`config.mk`:
```
export PLATFORM = sky130hd
export DESIGN_NAME = video_position_counter
export DESIGN_NICKNAME = d
export VERILOG_FILES = /design/src/rtl/video_position_counter_pkg.sv /design/src/rtl/video_position_counter.sv
export SDC_FILE = /design/constraint.sdc
export NUM_CORES = 1
export LEC_CHECK = 0
export BUFFER_PORTS_ARGS = -buffer_cell sky130_fd_sc_hd__buf_2
export CAP_MARGIN = 20
export CORE_ASPECT_RATIO = 1.25
export CORE_MARGIN = 8
export CORE_UTILIZATION = 23
export CTS_BUF_LIST = sky130_fd_sc_hd__clkbuf_8
export CTS_CLUSTER_DIAMETER = 80
export DETAILED_ROUTE_END_ITERATION = 8
export GPL_TIMING_DRIVEN = 0
export SLEW_MARGIN = 20
export SYNTH_ARGS = -nofsm -noshare
export SYNTH_HDL_FRONTEND = slang
export SYNTH_SLANG_ARGS = --single-unit
export TNS_END_PERCENT = 20
```
`constraint.sdc`:
```
create_clock -name clk -period 3.6 [get_ports clk]
set_input_delay 1.08 -clock clk [delete_from_list [all_inputs] [get_ports clk]]
set_output_delay 1.08 -clock clk [all_outputs]
set_load 0.005 [all_outputs]
```
`src/rtl/video_position_counter_pkg.sv`:
```
// Shared video raster types: coordinate widths and position typedefs used by the
// position counter and by overlay blocks that address screen/font memories.
package video_position_counter_pkg;

  localparam int H_BITS_DEF = 12;
  localparam int V_BITS_DEF = 11;

  typedef logic [H_BITS_DEF-1:0] h_pos_t;
  typedef logic [V_BITS_DEF-1:0] v_pos_t;

endpackage : video_position_counter_pkg

```
`src/rtl/video_position_counter.sv`:
```
// Raster X/Y tracker for the pixel stream; counts show the pixel on the bus this cycle
// and advance on the edge that ends it. Pure observer: never stalls or alters the stream.
module video_position_counter
  import video_position_counter_pkg::*;
#(
  parameter int H_BITS = H_BITS_DEF,
  parameter int V_BITS = V_BITS_DEF
) (
  input  logic              clk,
  input  logic              reset,
  input  logic              in_vsync,
  input  logic              in_req,
  input  logic              in_eol,
  input  logic              in_eof,
  output logic [H_BITS-1:0] h_cntr,
  output logic [V_BITS-1:0] v_cntr
);

  logic [H_BITS-1:0] h_q, h_d;
  logic [V_BITS-1:0] v_q, v_d;

  // vsync wins over everything; eol/eof only mean something alongside in_req.
  always_comb begin
    h_d = h_q;
    v_d = v_q;
    if (in_vsync) begin
      h_d = '0;
      v_d = '0;
    end else if (in_req && in_eof) begin
      h_d = '0;
      v_d = '0;
    end else if (in_req && in_eol) begin
      h_d = '0;
      v_d = v_q + 1'b1;
    end else if (in_req) begin
      h_d = h_q + 1'b1;
    end
  end

  always_ff @(posedge clk or posedge reset) begin
    if (reset) begin
      h_q <= '0;
      v_q <= '0;
    end else begin
      h_q <= h_d;
      v_q <= v_d;
    end
  end

  assign h_cntr = h_q;
  assign v_cntr = v_q;

endmodule : video_position_counter

```
==> results.py, run 1 <==
metrics = {
    "global_route": {
        "grt_max_degree": 24,
        "globalRoute.totalOverflow": 0,
        "total_routing_usage_reported_by_global_routing_pct": 8.149,
        "via_count_of_the_first_global_routing_pass": 1104,
        "grt_antenna_before_repair": 0,
        "first_pass_grt_wire_length_um": 5244,
    },
    "place": {
        "place.detailed.instances": 220,
        "place_hpwl_um": 2302,
        "dp_slack_ns": 1.316,
        "placement.io_buffers": 27,
        "placed_area_um2": 1455,
        "gp_congestion": 0.7311,
    },
    "clock_tree": {
        "clock-sinks": 23,
        "clock_tree.htree_level_count": 1,
        "clk_pin_slew_ns": 0.08,
        "postCtsResizedCells": 0,
        "cts.repair_timing.setup_buffer_count": 0,
        "clock_insertion_delay_worst_skew_ns": 0.27,
        "hold_buf_cts": 0,
        "clock_tree.root_cell": "clkbuf_8",
        "cts_made_buffers": 3,
        "clock_tree_from_tritoncts": "done",
        "clock_path_buffers": 2,
    },
    "sta": {
        "layout_worst_path_cycle_share_pct": 55.62,
        "final-max-slew-violation-count": 0,
        "slew_headroom_pct": 38.51,
        "number_of_hold_slack_violations_in_the_final_timing_report": 0,
        "tns_ns": 0,
        "whs_ns": 0.5447,
        "max_freq_mhz": 499.4,
        "rsz0062_at_grt": "false",
        "worst_pin_slew_ns": 0.9214,
        "finalSetupViolations": 0,
        "finClkSkew_ns": 0.0006694,
        "layout_setup_ws_ns": 1.598,
        "timing.final.crit_period_ns": 2.002,
    },
    "logic_synthesis": {
        "synth_cell_type_count": 28,
        "netlist.area_leader.share_pct": 46.42,
        "synthesis.nets": 137,
        "synth_area_per_cell_um2": 9.612,
        "proportion_of_synthesized_chip_area_in_sequential_cells_pct": 46.42,
        "ranking_of_synthesized_cells_by_area": "dfrtp_1 46%, a21oi_1 4.8%, nand2_1 4.5%, nand3_1 4.4%, o31ai_1 4.2%",
        "synth_async_sr_flop_share_pct": 100.0,
        "yosys_most_used_dff": "dfrtp_1",
        "yosys.cell_count.top_type": "dfrtp_1",
        "post_synth_most_frequent_cells": "23 x dfrtp_1, 15 x nand2_1, 12 x a21oi_1, 11 x nand3_1",
        "synth_seq_cells": 23,
        "post_synth_instance_area_um2": 1240,
        "synthesis.instances": 129,
        "post_synth_edffs": 0,
        "yosysWarnings": 0,
        "synth.largest_area_cell": "dfrtp_1",
    },
    "drt": {
        "antenna_violating_nets_post_route": 0,
        "routedWlPerCell_um": 13.60,
        "post_drt_via_cell_ratio": 4.879,
        "vias": 1093,
        "firstDrtPassIters": 4,
        "post-route-drc-count": 0,
        "wl_um": 3047,
        "detail_route.iter0.violations": 67,
    },
    "worst_hold_path": {
        "holdPathEnd": "v_cntr[10]",
        "hold_path.class": "flip-flop to flip-flop",
        "holdPathStages": 2,
        "hold_path_startpoint": "v_cntr[10]",
    },
    "finish": {
        "syn2layout_area_growth_pct": 20.99,
        "drive_gt1_share_pct": 23.75,
        "layoutNonFillerInstCount": 224,
        "design.final.nets": 169,
        "fill_cells": 590,
        "fin_util_pct": 28.15,
        "antenna_cells_inserted": 0,
        "stdcell_area_um2": 1500,
    },
    "floorplanning": {
        "dieWidth_um": 81.67,
        "dieArea_um2": 8011,
        "placementRows": 30,
        "coreArea_um2": 5330,
        "io_pins": 29,
        "vertical_die_dimension_um": 98.09,
        "initial_utilization_pct": 23.26,
    },
    "critical_path": {
        "timing.setup.critical_path_class": "input pin to flip-flop",
        "cp-end-kind": "flip-flop",
        "worst_path_largest_cell_delay_ns": 0.42,
        "worstRegToRegCells": 4,
        "worstReg2RegEnd": "v_cntr[8]",
        "path_max_fanout": 10,
        "critical_path.cell_chain": "buf_2, buf_4, o21ai_2, a2111oi_2, mux2i_1",
        "critical_path.slowest_cell": "a2111oi_2",
        "setup.worst_path.start_class": "input pin",
        "rr_startpoint": "v_cntr[0]",
        "required_ns": 3.79,
        "critical_path_data_arrival_time_ns": 2.20,
        "reg2reg_slack_ns": 2.02,
    },
    "run_status": {
        "status": "finished, final reports clean",
    },
    "power": {
        "max-vdd-ir-drop_uv": 106.9,
        "totalPowerFinal_uw": 464.5,
        "power_per_cell_area_nw_per_um2": 309.6,
        "power.static_leakage_nw": 0.6383,
    },
    "run": {
        "max_capacitance_violation_total": 0,
    },
}
where the power goes:
part	switching [mW]	leakage [nW]	internal [mW]
Clock	0.0861	0.0269	0.0763
Combinational	0.0257	0.292	0.0112
Sequential	0.00404	0.320	0.261
Total	0.116	0.638	0.349
worst max-delay path by stage:
| stage | to | start | slack [ns] | cells past startpoint |
|---|---|---|---|---|
| finish | v_cntr[7] | in_req | 1.60 | 5 |
| global route | v_cntr[7] | in_req | 1.48 | 5 |
| CTS | v_cntr[7] | in_req | 1.58 | 5 |
| detailed placement | v_cntr[7] | in_req | 1.32 | 5 |
| global placement | v_cntr[7] | in_req | 1.31 | 5 |
| floorplan | h_cntr[9] | in_vsync | 1.46 | 5 |
per-layer routing:
metal  global-route usage (%)  up-vias  share of wire (%)
met5                        0        -                  0
met4                    3.252        0                1.5
met3                    2.390        5                6.4
met2                    13.57       23                 51
met1                    9.354      522                 41
li1                         -      543                  -
logic make-up (layout without fill, tap and decap cells):
kind of cell             Yosys count  after routing  share of synthesized area, %
buffers and inverters             10             41                         4.237
AND/OR/NAND/NOR                   51             51                         21.29
flip-flops                        23             23                         46.42
adder cells (fa/ha/maj)            2              2                         2.018
multiplexers                       5              5                         4.036
XOR/XNOR                           5              5                         3.532
AO/OA/AOI/OAI                     33             33                         18.47
flip-flops by register name (all words and copies together) (netlist names):
signal,cells
h_cntr,12
v_cntr,11
layout make-up:
type,instances,area (um2),area share [%]
inverters,7,26.28,1.751
well taps,64,80.08,5.338
repair buffers,27,135.1,9.008
multi-input cells,96,611.8,40.78
clock inverters,1,3.754,0.2502
clock buffers,3,41.29,2.752
plain buffers,3,26.28,1.751
flip-flops and latches,23,575.6,38.37
worst max-delay path, delay by kind of cell:
| family | cells | cell delay (ns) |
|---|---|---|
| multiplexers | 1 | 0.23 |
| buffers and inverters | 2 | 0.32 |
| AO/OA/AOI/OAI | 2 | 0.55 |
cells in the final DEF, fill, tap and decap left out, types with 2 or more instances in the layout:
cell type  netlist  layout
nor2_1           6       6
buf_2            0      27
nor4_1           4       4
a21oi_1         12      12
nand4_1          2       2
xor2_1           5       5
o21ai_0          7       7
buf_4            2       2
nand2b_1         2       2
or4_1            7       7
mux2i_1          5       5
nand3_1         11      11
o2111ai_1        2       2
clkbuf_8         0       3
dfrtp_1         23      23
inv_1            6       7
nand2_1         15      15
o31ai_1          7       7
ha_1             2       2
Power figures use the tool's default switching activity.
==> run 2, diff against run 1 <==
--- a/config.mk
+++ b/config.mk
@@ -5,6 +5,7 @@
 export SDC_FILE = /design/constraint.sdc
 export NUM_CORES = 1
 export LEC_CHECK = 0
+export ABC_AREA = 1
 export BUFFER_PORTS_ARGS = -buffer_cell sky130_fd_sc_hd__buf_2
 export CAP_MARGIN = 20
 export CORE_ASPECT_RATIO = 1.25
==> constraint.sdc (replaced) <==
create_clock -name clk -period 1.7 [get_ports clk]
set_input_delay 0.51 -clock clk [delete_from_list [all_inputs] [get_ports clk]]
set_output_delay 0.51 -clock clk [all_outputs]
set_load 0.005 [all_outputs]
==> run 2 against run 1 <==
Highest routed layer unchanged. Final cell count is 13% higher. Clock power rose by 110%. Sequential share of layout area is 0.064 points lower. Critical endpoint is now v_cntr[10]. Die area shrank 0.17%. Clock skew about the same.
==> results.py, run 2 <==
metrics = {
    "run_status": {
        "status": "finished, final reports clean",
    },
    "global_route": {
        "grt_max_degree": 24,
        "total_routing_usage_reported_by_global_routing_pct": 7.756,
        "globalRoute.totalOverflow": 0,
        "grt_antenna_before_repair": 0,
        "via_count_of_the_first_global_routing_pass": 1151,
        "first_pass_grt_wire_length_um": 5016,
    },
    "logic_synthesis": {
        "ranking_of_synthesized_cells_by_area": "dfrtp_1 47%, nand2_1 11%, nor2_1 7.9%, inv_1 5.5%, a21oi_1 3.6%",
        "synth.largest_area_cell": "dfrtp_1",
        "synth_async_sr_flop_share_pct": 100.0,
        "netlist.area_leader.share_pct": 46.51,
        "synthesis.nets": 164,
        "post_synth_instance_area_um2": 1237,
        "post_synth_edffs": 0,
        "yosysWarnings": 0,
        "yosys_most_used_dff": "dfrtp_1",
        "synth_seq_cells": 23,
        "yosys.cell_count.top_type": "nand2_1",
        "synth_cell_type_count": 25,
        "post_synth_most_frequent_cells": "36 x nand2_1, 26 x nor2_1, 23 x dfrtp_1, 18 x inv_1, 9 x a21oi_1",
        "synthesis.instances": 156,
        "synth_area_per_cell_um2": 7.932,
        "proportion_of_synthesized_chip_area_in_sequential_cells_pct": 46.51,
    },
    "place": {
        "gp_congestion": 0.7461,
        "place.detailed.instances": 248,
        "dp_slack_ns": 0.2031,
        "place_hpwl_um": 2200,
        "placement.io_buffers": 28,
    },
    "clock_tree": {
        "cts.repair_timing.setup_buffer_count": 0,
        "clk_pin_slew_ns": 0.08,
        "clock_tree.root_cell": "clkbuf_8",
        "clock_insertion_delay_worst_skew_ns": 0.26,
        "clock-sinks": 23,
        "hold_buf_cts": 0,
        "cts_made_buffers": 3,
        "clock_tree_from_tritoncts": "done",
        "clock_path_buffers": 2,
        "clock_tree.htree_level_count": 1,
        "postCtsResizedCells": 0,
    },
    "drt": {
        "post_drt_via_cell_ratio": 4.313,
        "firstDrtPassIters": 4,
        "antenna_violating_nets_post_route": 0,
        "routedWlPerCell_um": 11.55,
        "wl_um": 2911,
        "detail_route.iter0.violations": 24,
        "vias": 1087,
        "post-route-drc-count": 0,
    },
    "sta": {
        "finalSetupViolations": 0,
        "slew_headroom_pct": 38.02,
        "layout_worst_path_cycle_share_pct": 81.81,
        "layout_setup_ws_ns": 0.3092,
        "final-max-slew-violation-count": 0,
        "timing.final.crit_period_ns": 1.391,
        "rsz0062_at_grt": "false",
        "worst_pin_slew_ns": 0.9286,
        "max_freq_mhz": 719.0,
        "tns_ns": 0,
        "number_of_hold_slack_violations_in_the_final_timing_report": 0,
        "whs_ns": 0.4390,
        "finClkSkew_ns": 0.0009026,
    },
    "finish": {
        "most-common-layout-cells": "36 x nand2_1, 28 x buf_2, 26 x nor2_1, 23 x dfrtp_1, 19 x inv_1",
        "multi_input_area_um2": 583.1,
        "mostFrequentLayoutCell": "nand2_1",
        "largest_register_ffs": 12,
        "antenna_cells_inserted": 0,
        "syn2layout_area_growth_pct": 21.44,
        "footprint_of_the_flip_flops_and_latches_um2": 575.6,
        "layoutNonFillerInstCount": 252,
        "drive_gt1_share_pct": 24.47,
        "fill_cells": 577,
        "design.final.nets": 197,
    },
    "power": {
        "max-vdd-ir-drop_uv": 393.2,
        "power_per_cell_area_nw_per_um2": 650.8,
        "power.static_leakage_nw": 0.7484,
    },
    "critical_path": {
        "required_ns": 1.86,
        "critical_path.slowest_cell": "dfrtp_1",
        "critical_path.cell_chain": "ha_1, nand3_1, nor2_4, nand2_4, nor2_4, nand3_1, nand2_1, nor2_2",
        "critical_path_data_arrival_time_ns": 1.55,
        "timing.setup.critical_path_class": "flip-flop to flip-flop",
        "path_max_fanout": 5,
        "cp-end-kind": "flip-flop",
        "cp.buffers_inverters": 0,
        "critical_path_cell_count": 8,
        "worstRegToRegCells": 8,
        "worst_path_largest_cell_delay_ns": 0.42,
        "cp_top_family": "simple AND/OR/NAND/NOR gates",
        "setup.worst_path.start_class": "flip-flop",
    },
    "run": {
        "max_capacitance_violation_total": 0,
    },
    "floorplanning": {
        "placementRows": 30,
        "dieArea_um2": 7998,
        "dieWidth_um": 81.61,
        "vertical_die_dimension_um": 98.01,
        "io_pins": 29,
        "coreArea_um2": 5330,
        "initial_utilization_pct": 23.22,
    },
    "worst_hold_path": {
        "hold_path.class": "input pin to asynchronous set/reset pin",
    },
}
run 2: layer usage:
layer	global-route usage (%)	routed length, um	vias to the layer above
met1	8.843	1274	501
met4	2.168	19	0
met2	13.01	1403	30
met5	0	0	-
li1	-	-	554
met3	2.849	214	2
run 2: worst paths after layout:
path | slack, ns | start | endpoint
worst max-delay path | 0.31 | v_cntr[1] | v_cntr[10]
worst min-delay path | 0.44 | reset | h_cntr[9]
worst max register to register | 0.31 | v_cntr[1] | v_cntr[10]
worst min register to register | 0.54 | v_cntr[9] | v_cntr[9]
max in group asynchronous | 0.70 | reset | h_cntr[1]
min in group clk | 0.54 | v_cntr[9] | v_cntr[9]
run 2: kinds of logic after synthesis:
family	Yosys count	share of synthesized area, %
AND/OR/NAND/NOR	88	34.58
flip-flops	23	46.51
buffers and inverters	21	6.370
AO/OA/AOI/OAI	18	7.684
XOR/XNOR	4	2.832
adder cells (fa/ha/maj)	2	2.022
run 2: stage by stage:
stage | power, mW | utilization [%] | cell area (um2)
3_5_place_dp | 0.6502 | 27.35 | 1458
5_1_grt | 1.025 | 28.19 | 1503
2_1_floorplan | 0.6187 | - | 1237
4_1_cts | 1.002 | 28.19 | 1503
6_report | 0.9779 | 28.19 | 1503
3_3_place_gp | 0.6495 | 27.35 | 1458
run 2: final cells by class:
class,instances,area share [%]
multi-input combinational,112,38.80
timing repair buffer,28,9.326
sequential,23,38.30
clock buffer,3,2.748
tap,64,5.329
clock inverter,1,0.2498
inverter,21,5.246
run 2: power by group:
part	switching, mW	leakage (nW)	internal, mW
Sequential	0.00655	0.320	0.552
Clock	0.180	0.0269	0.161
Combinational	0.0555	0.402	0.0222
run 2: worst register-to-register path: stages, from the launching register on:
cell and delay [ns]:
dfrtp_1 0.42, ha_1 0.24, nand3_1 0.15, nor2_4 0.14, nand2_4 0.07, nor2_4 0.10
nand3_1 0.07, nand2_1 0.07, nor2_2 0.03
==> run 3, diff against run 2 <==
==> constraint.sdc (replaced) <==
create_clock -name clk -period 1.24 [get_ports clk]
set_input_delay 0.372 -clock clk [delete_from_list [all_inputs] [get_ports clk]]
set_output_delay 0.372 -clock clk [all_outputs]
set_load 0.005 [all_outputs]
==> run 3 against run 2 <==
Setup slack got worse by 0.38 ns. The run now ends with negative setup slack left. Wire length grew 6.4%. Global-route usage is essentially flat. Sequential cell count unchanged. Die area unchanged.
==> results.py, run 3 (synthesis results as in run 2) <==
metrics = {
    "finish": {
        "syn2layout_area_growth_pct": 35.49,
        "largest_register_ffs": 12,
        "design.final.nets": 205,
        "antenna_cells_inserted": 0,
        "most-common-layout-cells": "34 x nand2_1, 25 x buf_2, 22 x nor2_1, 20 x dfrtp_1, 18 x inv_1",
        "fill_cells": 571,
        "drive_gt1_share_pct": 36.22,
        "mostFrequentLayoutCell": "nand2_1",
    },
    "sta": {
        "layout_setup_ws_ns": -0.06677,
        "layout_worst_path_cycle_share_pct": 105.4,
        "rsz0062_at_grt": "true",
        "number_of_hold_slack_violations_in_the_final_timing_report": 0,
        "worst_pin_slew_ns": 0.9228,
        "slew_headroom_pct": 38.41,
        "finalSetupViolations": 6,
        "timing.final.crit_period_ns": 1.307,
        "max_freq_mhz": 765.2,
        "final-max-slew-violation-count": 0,
        "finClkSkew_ns": 0.001490,
        "tns_ns": -0.1819,
    },
    "drt": {
        "antenna_violating_nets_post_route": 0,
        "routedWlPerCell_um": 11.92,
        "post-route-drc-count": 0,
        "vias": 1129,
        "post_drt_via_cell_ratio": 4.342,
        "detail_route.iter0.violations": 25,
        "firstDrtPassIters": 4,
        "wl_um": 3098,
    },
    "floorplanning": {
        "vertical_die_dimension_um": 98.01,
        "dieArea_um2": 7998,
        "dieWidth_um": 81.61,
        "placementRows": 30,
        "io_pins": 29,
        "coreArea_um2": 5330,
        "initial_utilization_pct": 23.22,
    },
    "clock_tree": {
        "clock-sinks": 23,
        "cts_made_buffers": 3,
        "clock_tree.root_cell": "clkbuf_8",
        "hold_buf_cts": 0,
        "clk_pin_slew_ns": 0.08,
        "clock_tree_from_tritoncts": "done",
        "clock_path_buffers": 2,
        "clock_tree.htree_level_count": 1,
        "clock_insertion_delay_worst_skew_ns": 0.26,
    },
    "power": {
        "max-vdd-ir-drop_uv": 777.4,
        "power.share.sequential_pct": 55.9,
        "power_per_cell_area_nw_per_um2": 821.1,
        "clock_power_share_pct": 34.5,
        "power.static_leakage_nw": 0.8065,
        "p_sw_uw": 347.3,
        "totalPowerFinal_mw": 1.377,
        "power_report.internal_total_mw": 1.029,
        "switching_share_of_power_pct": 25.23,
        "power_frac_comb_pct": 9.6,
    },
    "critical_path": {
        "timing.setup.critical_path_class": "flip-flop to output port",
        "worstRegToRegCells": 8,
        "required_ns": 0.87,
        "cp-end-kind": "output port",
        "timing.critical_path.mode_cell": "buf_6",
        "critical_path_data_arrival_time_ns": 0.93,
        "cp_top_family": "flip-flops",
        "cp.buffers_inverters": 2,
        "path_max_fanout": 3,
        "critical_path.slowest_cell": "dfrtp_1",
        "reg2reg_slack_ns": -0.05,
        "setup.worst_path.start_class": "flip-flop",
        "worst_path_largest_cell_delay_ns": 0.42,
        "critical_path_cell_count": 2,
        "critical_path.cell_chain": "buf_6, buf_6",
    },
    "place": {
        "place_hpwl_um": 2245,
        "gp_congestion": 0.7502,
        "placement.io_buffers": 28,
        "dp_slack_ns": -0.1275,
    },
    "global_route": {
        "total_routing_usage_reported_by_global_routing_pct": 7.799,
        "grt_antenna_before_repair": 0,
        "globalRoute.totalOverflow": 0,
        "grt_max_degree": 24,
        "first_pass_grt_wire_length_um": 5043,
        "via_count_of_the_first_global_routing_pass": 1130,
    },
    "run_status": {
        "violations": "negative setup slack",
        "status": "finished with violations",
    },
    "worst_hold_path": {
        "hold_path.class": "input pin to asynchronous set/reset pin",
    },
    "run": {
        "max_capacitance_violation_total": 0,
    },
}
run 3: worst register-to-register path, delay by kind of cell, from the launching register on:
kind | cells | cell delay (ns)
simple gates | 7 | 0.59
fa+ha+maj | 1 | 0.17
flops | 1 | 0.42
run 3: worst paths after layout:
path / from / end
setup / recovery: v_cntr[0] / v_cntr[0]
hold / removal: reset / h_cntr[6]
setup reg to reg: v_cntr[1] / v_cntr[10]
hold reg to reg: v_cntr[9] / v_cntr[9]
max in group asynchronous: reset / v_cntr[2]
min in group clk: in_vsync / h_cntr[1]
run 3: timing repair:
action | in CTS | in global routing
cloned | 0 | 0
endpoints found under the setup margin | 9 | 22
setup buffers | 2 | 6
pin swaps | 0 | 10
gates resized for setup | 7 | 20
run 3: area by class of cell:
| type | instances | area, um2 | area share [%] |
|---|---|---|---|
| sequential | 23 | 579.3 | 34.55 |
| clock buffer | 3 | 41.29 | 2.463 |
| inverter | 21 | 78.83 | 4.701 |
| timing repair buffer | 36 | 222.7 | 13.28 |
| multi-input combinational | 112 | 669.4 | 39.93 |
| tap | 64 | 80.08 | 4.776 |
| clock inverter | 1 | 5.005 | 0.2985 |
run 3: routing by layer:
metal | up-vias | wire length, um | global-route usage (%)
li1 | 570 | - | -
met1 | 533 | 1355 | 9.300
met2 | 24 | 1530 | 12.83
met3 | 2 | 194 | 2.574
met4 | 0 | 18 | 2.168
met5 | - | 0 | 0
run 3: metrics by stage:
step	cells	hold slack, ns	instance area, um2	util [%]
2_1_floorplan	156	0.3739	1240	-
3_3_place_gp	248	0.5076	1460	27.39
3_5_place_dp	248	0.5142	1460	27.39
4_1_cts	254	0.3318	1551	29.11
5_1_grt	260	0.3832	1677	31.46
6_report	260	0.2994	1677	31.46
run 3: power by group through the flow:
stage	Combinational (mW)	Sequential, mW	Clock, mW
after floorplan	0.0677	0.781	0
after global placement	0.110	0.781	0
after detailed placement	0.111	0.781	0
after CTS	0.121	0.766	0.508
after global routing	0.150	0.772	0.531
final	0.131	0.770	0.475
